## src/rtl/vga_pkg.sv

```systemverilog
// Shared colour types, named colours and the RGB888 -> RGB444 reduction
// used by the VGA window reader.
package vga_pkg;

    typedef logic [11:0] rgb12_t;
    typedef logic [23:0] rgb24_t;

    localparam rgb12_t COLOR_BLACK = 12'h000;
    localparam rgb12_t COLOR_WHITE = 12'hFFF;
    localparam rgb12_t COLOR_BLUE  = 12'h00F;

    // Keep the top nibble of each channel.
    function automatic rgb12_t rgb24_to_12(input rgb24_t p);
        return {p[23:20], p[15:12], p[7:4]};
    endfunction

endpackage

```

## src/rtl/vga_delay_line.sv

```systemverilog
// Fixed-depth shift register with asynchronous active-low clear; aligns the
// window/blank/sync flags with the BRAM read pipeline.
module vga_delay_line #(
    parameter int DEPTH = 2,
    parameter int WIDTH = 1
) (
    input  logic             clk,
    input  logic             rst_n,
    input  logic [WIDTH-1:0] din,
    output logic [WIDTH-1:0] dout
);

    logic [WIDTH-1:0] stages [DEPTH];

    always_ff @(posedge clk or negedge rst_n) begin
        if (!rst_n) begin
            for (int i = 0; i < DEPTH; i++) stages[i] <= '0;
        end else begin
            stages[0] <= din;
            for (int i = 1; i < DEPTH; i++) stages[i] <= stages[i-1];
        end
    end

    assign dout = stages[DEPTH-1];

endmodule

```

## src/rtl/vga_window_reader.sv

```systemverilog
// Maps visible VGA coordinates onto an up-scaled image window held in BRAM,
// keeping colour and sync aligned. Optional border: VGA_WINDOW_BORDER_EN.
module vga_window_reader
    import vga_pkg::*;
#(
    parameter int     IMG_W      = 512,
    parameter int     IMG_H      = 384,
    parameter int     X0         = 0,
    parameter int     Y0         = 0,
    parameter int     SCALE_LOG2 = 0,
    parameter int     BRAM_LAT   = 1,
    parameter int     ADDR_W     = 18,
    parameter rgb12_t BG_COLOR   = COLOR_BLUE
) (
    input  logic              clk_vga,
    input  logic              rst_n,
    input  logic [10:0]       hc_visible,
    input  logic [10:0]       vc_visible,
    input  logic              hs_in,
    input  logic              vs_in,
    input  logic [23:0]       pix_in,
    output logic [ADDR_W-1:0] addr,
    output logic              rd_en,
    output logic              VGA_HS,
    output logic              VGA_VS,
    output logic [3:0]        VGA_R,
    output logic [3:0]        VGA_G,
    output logic [3:0]        VGA_B
);

    localparam int S     = 1 << SCALE_LOG2;
    localparam int WIN_W = IMG_W * S;
    localparam int WIN_H = IMG_H * S;

    localparam logic [31:0] X_BEG  = 32'(X0);
    localparam logic [31:0] X_END  = 32'(X0 + WIN_W);
    localparam logic [31:0] X_LAST = 32'(X0 + WIN_W - 1);
    localparam logic [31:0] Y_BEG  = 32'(Y0);
    localparam logic [31:0] Y_END  = 32'(Y0 + WIN_H);
    localparam logic [31:0] Y_LAST = 32'(Y0 + WIN_H - 1);

    localparam logic [2:0]        S_LAST   = 3'(S - 1);
    localparam logic [ADDR_W-1:0] ROW_STEP = ADDR_W'(IMG_W);
    localparam logic [ADDR_W-1:0] ONE      = ADDR_W'(1);

    localparam longint PIX_CNT   = longint'(IMG_W) * longint'(IMG_H);
    localparam longint ADDR_SPAN = longint'(1) << ADDR_W;

    if (PIX_CNT > ADDR_SPAN) begin : g_chk_size
        $error("vga_window_reader: IMG_W*IMG_H does not fit in ADDR_W bits");
    end
    if (SCALE_LOG2 < 0 || SCALE_LOG2 > 2) begin : g_chk_scale
        $error("vga_window_reader: SCALE_LOG2 must be 0..2");
    end
    if (BRAM_LAT < 1 || BRAM_LAT > 3) begin : g_chk_lat
        $error("vga_window_reader: BRAM_LAT must be 1..3");
    end

    // Stage 0: coordinate decode and window hit
    logic [10:0]       col, row;
    logic [31:0]       col_w, row_w;
    logic              blank, hit, border;
    logic              line_start, last_col, last_row;
    logic [ADDR_W-1:0] col_img, col_cur, row_base;
    logic [2:0]        sx, sx_cur, sy;

    assign col   = hc_visible - 11'd1;
    assign row   = vc_visible - 11'd1;
    assign col_w = {21'd0, col};
    assign row_w = {21'd0, row};

    assign blank = (hc_visible == 11'd0) || (vc_visible == 11'd0);
    assign hit   = !blank
                && (col_w >= X_BEG) && (col_w < X_END)
                && (row_w >= Y_BEG) && (row_w < Y_END);

    // The counter clear at the window's left column takes effect on that
    // same pixel, so the first pixel of each line always reads column 0.
    assign line_start = (col_w == X_BEG);
    assign col_cur    = line_start ? '0 : col_img;
    assign sx_cur     = line_start ? 3'd0 : sx;
    assign last_col   = hit && (col_w == X_LAST);
    assign last_row   = (row_w == Y_LAST);

`ifdef VGA_WINDOW_BORDER_EN
    localparam int XB_L = X0 - 1;
    localparam int XB_R = X0 + WIN_W;
    localparam int YB_T = Y0 - 1;
    localparam int YB_B = Y0 + WIN_H;

    int   col_i, row_i;
    logic in_x_span, in_y_span;

    assign col_i     = int'(col_w);
    assign row_i     = int'(row_w);
    assign in_x_span = (col_i >= XB_L) && (col_i <= XB_R);
    assign in_y_span = (row_i >= YB_T) && (row_i <= YB_B);
    assign border    = !blank && !hit
                    && ((((col_i == XB_L) || (col_i == XB_R)) && in_y_span)
                     || (((row_i == YB_T) || (row_i == YB_B)) && in_x_span));
`else
    assign border = 1'b0;
`endif

    // Stage 1: address generation
    always_ff @(posedge clk_vga or negedge rst_n) begin
        if (!rst_n) begin
            addr     <= '0;
            rd_en    <= 1'b0;
            col_img  <= '0;
            sx       <= 3'd0;
            row_base <= '0;
            sy       <= 3'd0;
        end else begin
            if (hit) begin
                addr  <= row_base + col_cur;
                rd_en <= 1'b1;
                if (sx_cur == S_LAST) begin
                    sx      <= 3'd0;
                    col_img <= col_cur + ONE;
                end else begin
                    sx      <= sx_cur + 3'd1;
                    col_img <= col_cur;
                end
            end else begin
                rd_en <= 1'b0;
                if (line_start) begin
                    col_img <= '0;
                    sx      <= 3'd0;
                end
            end

            // Row stepping is frozen on the final window row so the last
            // address of the frame stays IMG_W*IMG_H-1.
            if (vc_visible == 11'd0) begin
                row_base <= '0;
                sy       <= 3'd0;
            end else if (last_col) begin
                if (sy == S_LAST) begin
                    sy <= 3'd0;
                    if (!last_row) row_base <= row_base + ROW_STEP;
                end else begin
                    sy <= sy + 3'd1;
                end
            end
        end
    end

    // Stages 1..BRAM_LAT+1: flag alignment with the BRAM read
    localparam int DL_W = 5;

    logic [DL_W-1:0] dl_in, dl_out;
    logic            hit_d, blank_d, hs_d, vs_d, border_d;

    assign dl_in = {hit, blank, hs_in, vs_in, border};

    vga_delay_line #(
        .DEPTH(BRAM_LAT + 1),
        .WIDTH(DL_W)
    ) u_align (
        .clk  (clk_vga),
        .rst_n(rst_n),
        .din  (dl_in),
        .dout (dl_out)
    );

    assign {hit_d, blank_d, hs_d, vs_d, border_d} = dl_out;

    // Stage BRAM_LAT+2: output register
    rgb12_t rgb_out;
    logic   hs_out, vs_out;

    always_ff @(posedge clk_vga or negedge rst_n) begin
        if (!rst_n) begin
            rgb_out <= COLOR_BLACK;
            hs_out  <= 1'b0;
            vs_out  <= 1'b0;
        end else begin
            hs_out <= hs_d;
            vs_out <= vs_d;
            if (blank_d)       rgb_out <= COLOR_BLACK;
            else if (hit_d)    rgb_out <= rgb24_to_12(pix_in);
            else if (border_d) rgb_out <= COLOR_WHITE;
            else               rgb_out <= BG_COLOR;
        end
    end

    assign VGA_HS = hs_out;
    assign VGA_VS = vs_out;
    assign VGA_R  = rgb_out[11:8];
    assign VGA_G  = rgb_out[7:4];
    assign VGA_B  = rgb_out[3:0];

endmodule

```

## config.mk

```make
export PLATFORM = sky130hd
export DESIGN_NAME = vga_window_reader
export DESIGN_NICKNAME = d
export VERILOG_FILES = /design/src/rtl/vga_pkg.sv /design/src/rtl/vga_delay_line.sv /design/src/rtl/vga_window_reader.sv
export SDC_FILE = /design/constraint.sdc
export NUM_CORES = 1
export LEC_CHECK = 0
export CAP_MARGIN = 20
export CORE_MARGIN = 8
export CORE_UTILIZATION = 50
export CTS_CLUSTER_DIAMETER = 100
export DETAILED_ROUTE_END_ITERATION = 8
export HOLD_SLACK_MARGIN = 0.05
export PLACE_DENSITY = 0.9
export SYNTH_ARGS = -nofsm -noshare
export SYNTH_HDL_FRONTEND = slang
export SYNTH_SLANG_ARGS = --single-unit
```

## constraint.sdc

```tcl
create_clock -name clk_vga -period 2.6 [get_ports clk_vga]
set_input_delay 0.52 -clock clk_vga [delete_from_list [all_inputs] [get_ports clk_vga]]
set_output_delay 0.52 -clock clk_vga [all_outputs]
set_load 0.03 [all_outputs]
```

**Word-level counts from Yosys, hierarchy flattened**

Index checks and enable logic that the tools add are counted.

- Input bits: 50
- Register bits: 83

- Equality and inequality tests: 3
- Add/sub/neg operators: 7
- $lt $le $gt $ge: 4
- Muxes and demuxes: 16
- Reductions and logical operators: 15

Operator list:

| kind | count |
|---|---|
| $mux W18 | 7 |
| $logic_not A32 Y1 | 1 |
| $mux W12 | 2 |
| $eq A11 B9 Y1 const B | 2 |
| $ge A11 B1 Y1 const B | 2 |
| $logic_not A11 Y1 | 2 |
| $sub A11 B1 Y11 const B | 2 |
| $add A18 B1 Y18 const B | 1 |
| $add A18 B10 Y18 const B | 1 |
| $add A18 B18 Y18 | 1 |
| $mux W3 | 6 |
| $lt A11 B10 Y1 const B | 1 |
| $lt A11 B9 Y1 const B | 1 |
| $add A3 B1 Y3 const B | 2 |
| $logic_not A3 Y1 | 2 |
| $logic_and A1 B1 Y1 | 5 |
| $reduce_bool A2 Y1 | 2 |
| $reduce_and A3 Y1 | 1 |
| $ne A2 B1 Y1 const B | 1 |
| $logic_not A1 Y1 | 1 |
| $logic_or A1 B1 Y1 | 1 |
| $mux W1 | 1 |

**Longest topological paths before layout**

Gate-level depths: netlist of the first run.

- Depth in word-level cells: 10
- Gate-level depth with buffers: 12

**Hierarchy**

From an unflattened synthesis of the first run, not the netlist that was laid out.

- Cell total of the unflattened synthesis: 415
- Area total of the unflattened synthesis: 4011.3 um^2

By module, submodules not included:

| module | seq. area each (um^2) | cells each | instances | area each (um^2) |
|---|---|---|---|---|
| vga_window_reader | 1651.6 | 400 | 1 | 3723.6 |
| vga_delay_line | 250.2 | 15 | 1 | 287.8 |

**Least setup slack after synthesis of the first run**

Ideal clock, no wire load.

- Path type: input-to-reg
- Start point: input port hc_visible[7]
- End point: register addr[17]
- Setup time: 136 ps
- Setup slack: -342 ps
- Arrival: 2806 ps
- Buffers on the path: 2
- Stages on the path: 11
- Cell sequence: nor4_1 > and4_1 > clkbuf_1 > clkbuf_1 > nor2_1 > ha_1 > o211ai_1 > a221oi_1 > o22ai_1 > xnor2_1 > o21ai_0

- Cells in the longest elaborated chain, start to end: 7
- Elaborated cells between the ends (all ways): 13
- Those cells by class: 2 x add/sub; 2 x order compare; 1 x mux; 8 x reduce/logical

Ends and longest elaborated chain:

| what | RTL line | text |
|---|---|---|
| start, declared | vga_window_reader.sv:17 | `input logic [10:0] hc_visible,` |
| parallel branches: the longest is 7 deep, another holds $add A18 B18 Y18 | -- |  |
| end signal, assigned | vga_window_reader.sv:116 | `addr <= row_base + col_cur;` |
| end, declared | vga_window_reader.sv:22 | `output logic [ADDR_W-1:0] addr,` |

Parallel ways; which one is timed is not known.
A chain may end at the register's enable or synchronous reset.

**Worst setup path in the final report of the first run**

- Start point: input port hc_visible[10]
- End point: register col_img[10]

- Cells in the longest elaborated chain, start to end: 8
- Elaborated cells between the ends (all ways): 17
- Those cells by class: 2 x add/sub; 2 x order compare; 4 x mux; 9 x reduce/logical

Ends and longest elaborated chain:

| what | RTL line | text |
|---|---|---|
| parallel branches: the longest is 7 deep, another holds $add A18 B1 Y18 | -- |  |
| $mux W18 * | vga_window_reader.sv:115 | `if (hit) begin` |
| end signal, assigned | vga_window_reader.sv:120 | `col_img <= col_cur + ONE;` |
| end signal, assigned | vga_window_reader.sv:123 | `col_img <= col_cur;` |
| end, declared | vga_window_reader.sv:64 | `logic [ADDR_W-1:0] col_img, col_cur, row_base;` |

Every way passes the cells marked *.

==> results.ini, run 1 <==
[outcome]
status = complete, but fails checks
violations = setup timing

[detailed_routing]
first_pass_iters = 5
wirelength_mm = 11.8
final_antenna_net_count = 0
wire_per_inst_um = 19.5
vias = 3521
drt-initial-drc-count = 242
via_per_inst = 5.83
drc = 0

[cts]
cts_tree = yes
cts_buffer_depth = 2
clk_pin_slew_worst_paths_ns = 0.09
root_buffer = clkbuf_8
cts_hold_buf = 0
cts_made_buffers = 9
cts_max_level = 3
cts_sinks = 73
clk-insertion-delay-late_ns = 0.36

[setup_path]
cp-start-kind = input port
path_class = in -> reg
r2r_cells = 10
cp.required_ns = 2.86
worst-endpoint-arrival_ns = 2.90
critPathMaxFanout = 7
end_kind = register

[global_route]
met2_usage_pct = 38.7
grt_pass1_wl_mm = 17.2
met1_usage_pct = 22.2
antenna_found_initial = 0
grt_pass1_vias = 3572
grt_util_all_layers_pct = 21.4
grt_util_met3_pct = 4.70
grt_max_degree = 74
busiest_layer = met2
grt_overflow = 0

[floorplanning]
die_area_um2 = 10200
die_y_um = 101
rows = 31
die_w_um = 101
ios = 83
start_util_pct = 50.6
core_um2 = 7140

[synth]
synth.most_common_cell = dfrtp_1
netlist_instances = 368
seq_area_frac_synth_pct = 50.5
synth.net_count = 433
synth_top_area_cell = dfrtp_1
synthFlopType = dfrtp_1
syn_area_um2 = 3610
ys_ff_latch = 73
synth.distinct_cells = 44
postSynthAreaPerCell_um2 = 9.82
yosysTopAreaCellShare_pct = 50.5
synthTopCellsByCount = 73 x dfrtp_1, 47 x nand2_1, 28 x nor2_1
yosys_warnings = 0
synth_area_leaders = dfrtp_1 51%, xor2_1 5.6%, ha_1 5.2%
synthArstFlopShare_pct = 100
synth_enable_flop_cells = 0

[sta]
worst_slew_pin_slew_ns = 0.529
fin_tns_setup_ns = -0.0442
period_needed_ns = 2.63
final_hold_viol_count = 0
final_max_slew_viol_count = 0
relSlewSlack_pct = 64.5
fin_worst_skew_ns = 0.0126
max_freq_ghz = 0.380
setup_ws_ns = -0.0345
setup_violations = 2
period_share_pct = 101

[placement]
pre_cts_slack_ns = -0.508
dp.final_hpwl_mm = 6.78
io_buffers = 70
gp_congestion = 0.831

[finish]
drive_above_1_share_pct = 24.8
multi_input_area_um2 = 1900
fin_nets = 565
synthToLayoutAreaGrowth_pct = 47.7
final-seq-area_um2 = 1830
fillers = 443
n_antenna_cell = 0

[pwr]
power.static_leakage_uw = 0.00248
p_per_area_nw_per_um2 = 483
ir_drop_v = 0.000243

[run]
maxCapViolCount = 0

[min_path]
holdCritPathClass = in -> async

[cell type report]
class / instances / area share [%]
multi-input cells: 266 / 35.5
clock buffers: 10 / 2.39
clock inverters: 6 / 1.73
repair buffers: 132 / 22.5
well taps: 99 / 2.32
inverters: 18 / 1.34
flip-flops and latches: 73 / 34.2
[flip-flops by register name, indices dropped and copies added (netlist names)]
signal,count
row_base,9
sy,3
VGA_VS,1
VGA_HS,1
u_align.dout,4
rgb_out,12
u_align.stages,4
col_img,18
sx,3
addr,18
[worst max-delay path: stages]
cell and delay (ns):
clkdlybuf4s50_1 0.49, nor2_2 0.05, nand4_1 0.10, buf_6 0.14
buf_4 0.15, buf_8 0.11, and2_4 0.16, ha_2 0.19
nand3_2 0.07, nor2_2 0.15, nand4_1 0.17, or4_1 0.47
o21ai_0 0.12
[report_power, final]
part	total, uW	internal (uW)	switching (uW)
Sequential	1210	1170	32.0
Combinational	377	182	195
Clock	992	543	449
Total	2580	1900	676
[cell usage in the layout, fill, tap and decap left out, types with 4 or more instances in the layout]
cell type        instances
inv_1                   17
xnor2_1                  9
nand2_1                 43
nand4_1                 11
clkdlybuf4s50_1         57
and2_1                  19
nand2_2                  4
buf_4                   58
nor2_2                   4
dlymetal6s2s_1           7
clkbuf_8                 9
o21ai_0                 15
a21oi_1                 10
ha_1                    11
o31ai_1                  5
o21ai_1                  4
dfrtp_1                 73
nor2_1                  23
or3_1                    4
nand3_1                 13
xor2_1                  21
nor3_1                   6
dlygate4sd2_1            5
or4_4                    5
[worst paths after layout]
path	startpoint	to	slack, ns
worst max-delay path	hc_visible[10]	col_img[10]$_DFF_PN0_	-0.03
worst min-delay path	rst_n	u_align.dout[3]$_DFF_PN0_	0.17
worst max register to register	sy[0]$_DFFE_PN0P_	row_base[12]$_DFFE_PN0P_	0.41
worst min register to register	u_align.stages[8]$_DFF_PN0_	u_align.dout[3]$_DFF_PN0_	0.34
max in group asynchronous	rst_n	row_base[13]$_DFFE_PN0P_	2.11
min in group clk_vga	u_align.stages[8]$_DFF_PN0_	u_align.dout[3]$_DFF_PN0_	0.34
[per-stage QoR]
stage | util [%] | hold WS [ns] | power [uW] | std cells | cell area, um^2
floorplan | - | 0.224 | 1340 | 368 | 3680
global placement | 68.0 | 0.334 | 1520 | 578 | 4850
detailed placement | 68.0 | 0.338 | 1540 | 578 | 4850
CTS | 72.7 | 0.195 | 2540 | 600 | 5190
global route | 74.8 | 0.198 | 2650 | 604 | 5340
finish | 74.8 | 0.168 | 2580 | 604 | 5340
[logic make-up (layout without fill, tap and decap cells)]
logic type / Yosys count / in the layout / share of synthesized area, %
XOR/XNOR: 32 / 32 / 7.75
multiplexers: 5 / 5 / 1.45
buffers and inverters: 29 / 166 / 3.05
flip-flops: 73 / 73 / 50.5
AND/OR/NAND/NOR: 158 / 158 / 22.0
adder cells (fa/ha/maj): 15 / 15 / 5.19
other: 1 / 1 / 0.104
AO/OA/AOI/OAI: 55 / 55 / 9.90
[metal layers]
layer,wire [um],vias up
met1,4160,1680
met2,5990,233
met3,924,72
met4,702,0
li1,-,1536
met5,0,-
[what timing repair did]
action	in CTS	in global routing
gates resized for setup	21	36
pin swaps	7	16
endpoints found under the setup margin	30	47
setup buffers	6	4
No activity file was read; power rests on OpenSTA's default activity.
==> run 2: changes to the inputs <==
==> constraint.sdc (replaced) <==
create_clock -name clk_vga -period 2.6 [get_ports clk_vga]
set_input_delay 0.52 -clock clk_vga [delete_from_list [all_inputs] [get_ports clk_vga]]
set_output_delay 0.52 -clock clk_vga [all_outputs]
set_load 0.02 [all_outputs]
==> results of run 2 <==
Same layout as run 1 (identical final DEF). Status: complete, but fails checks: setup timing.
Main changes from that run: total power 2580 uW -> 2560 uW
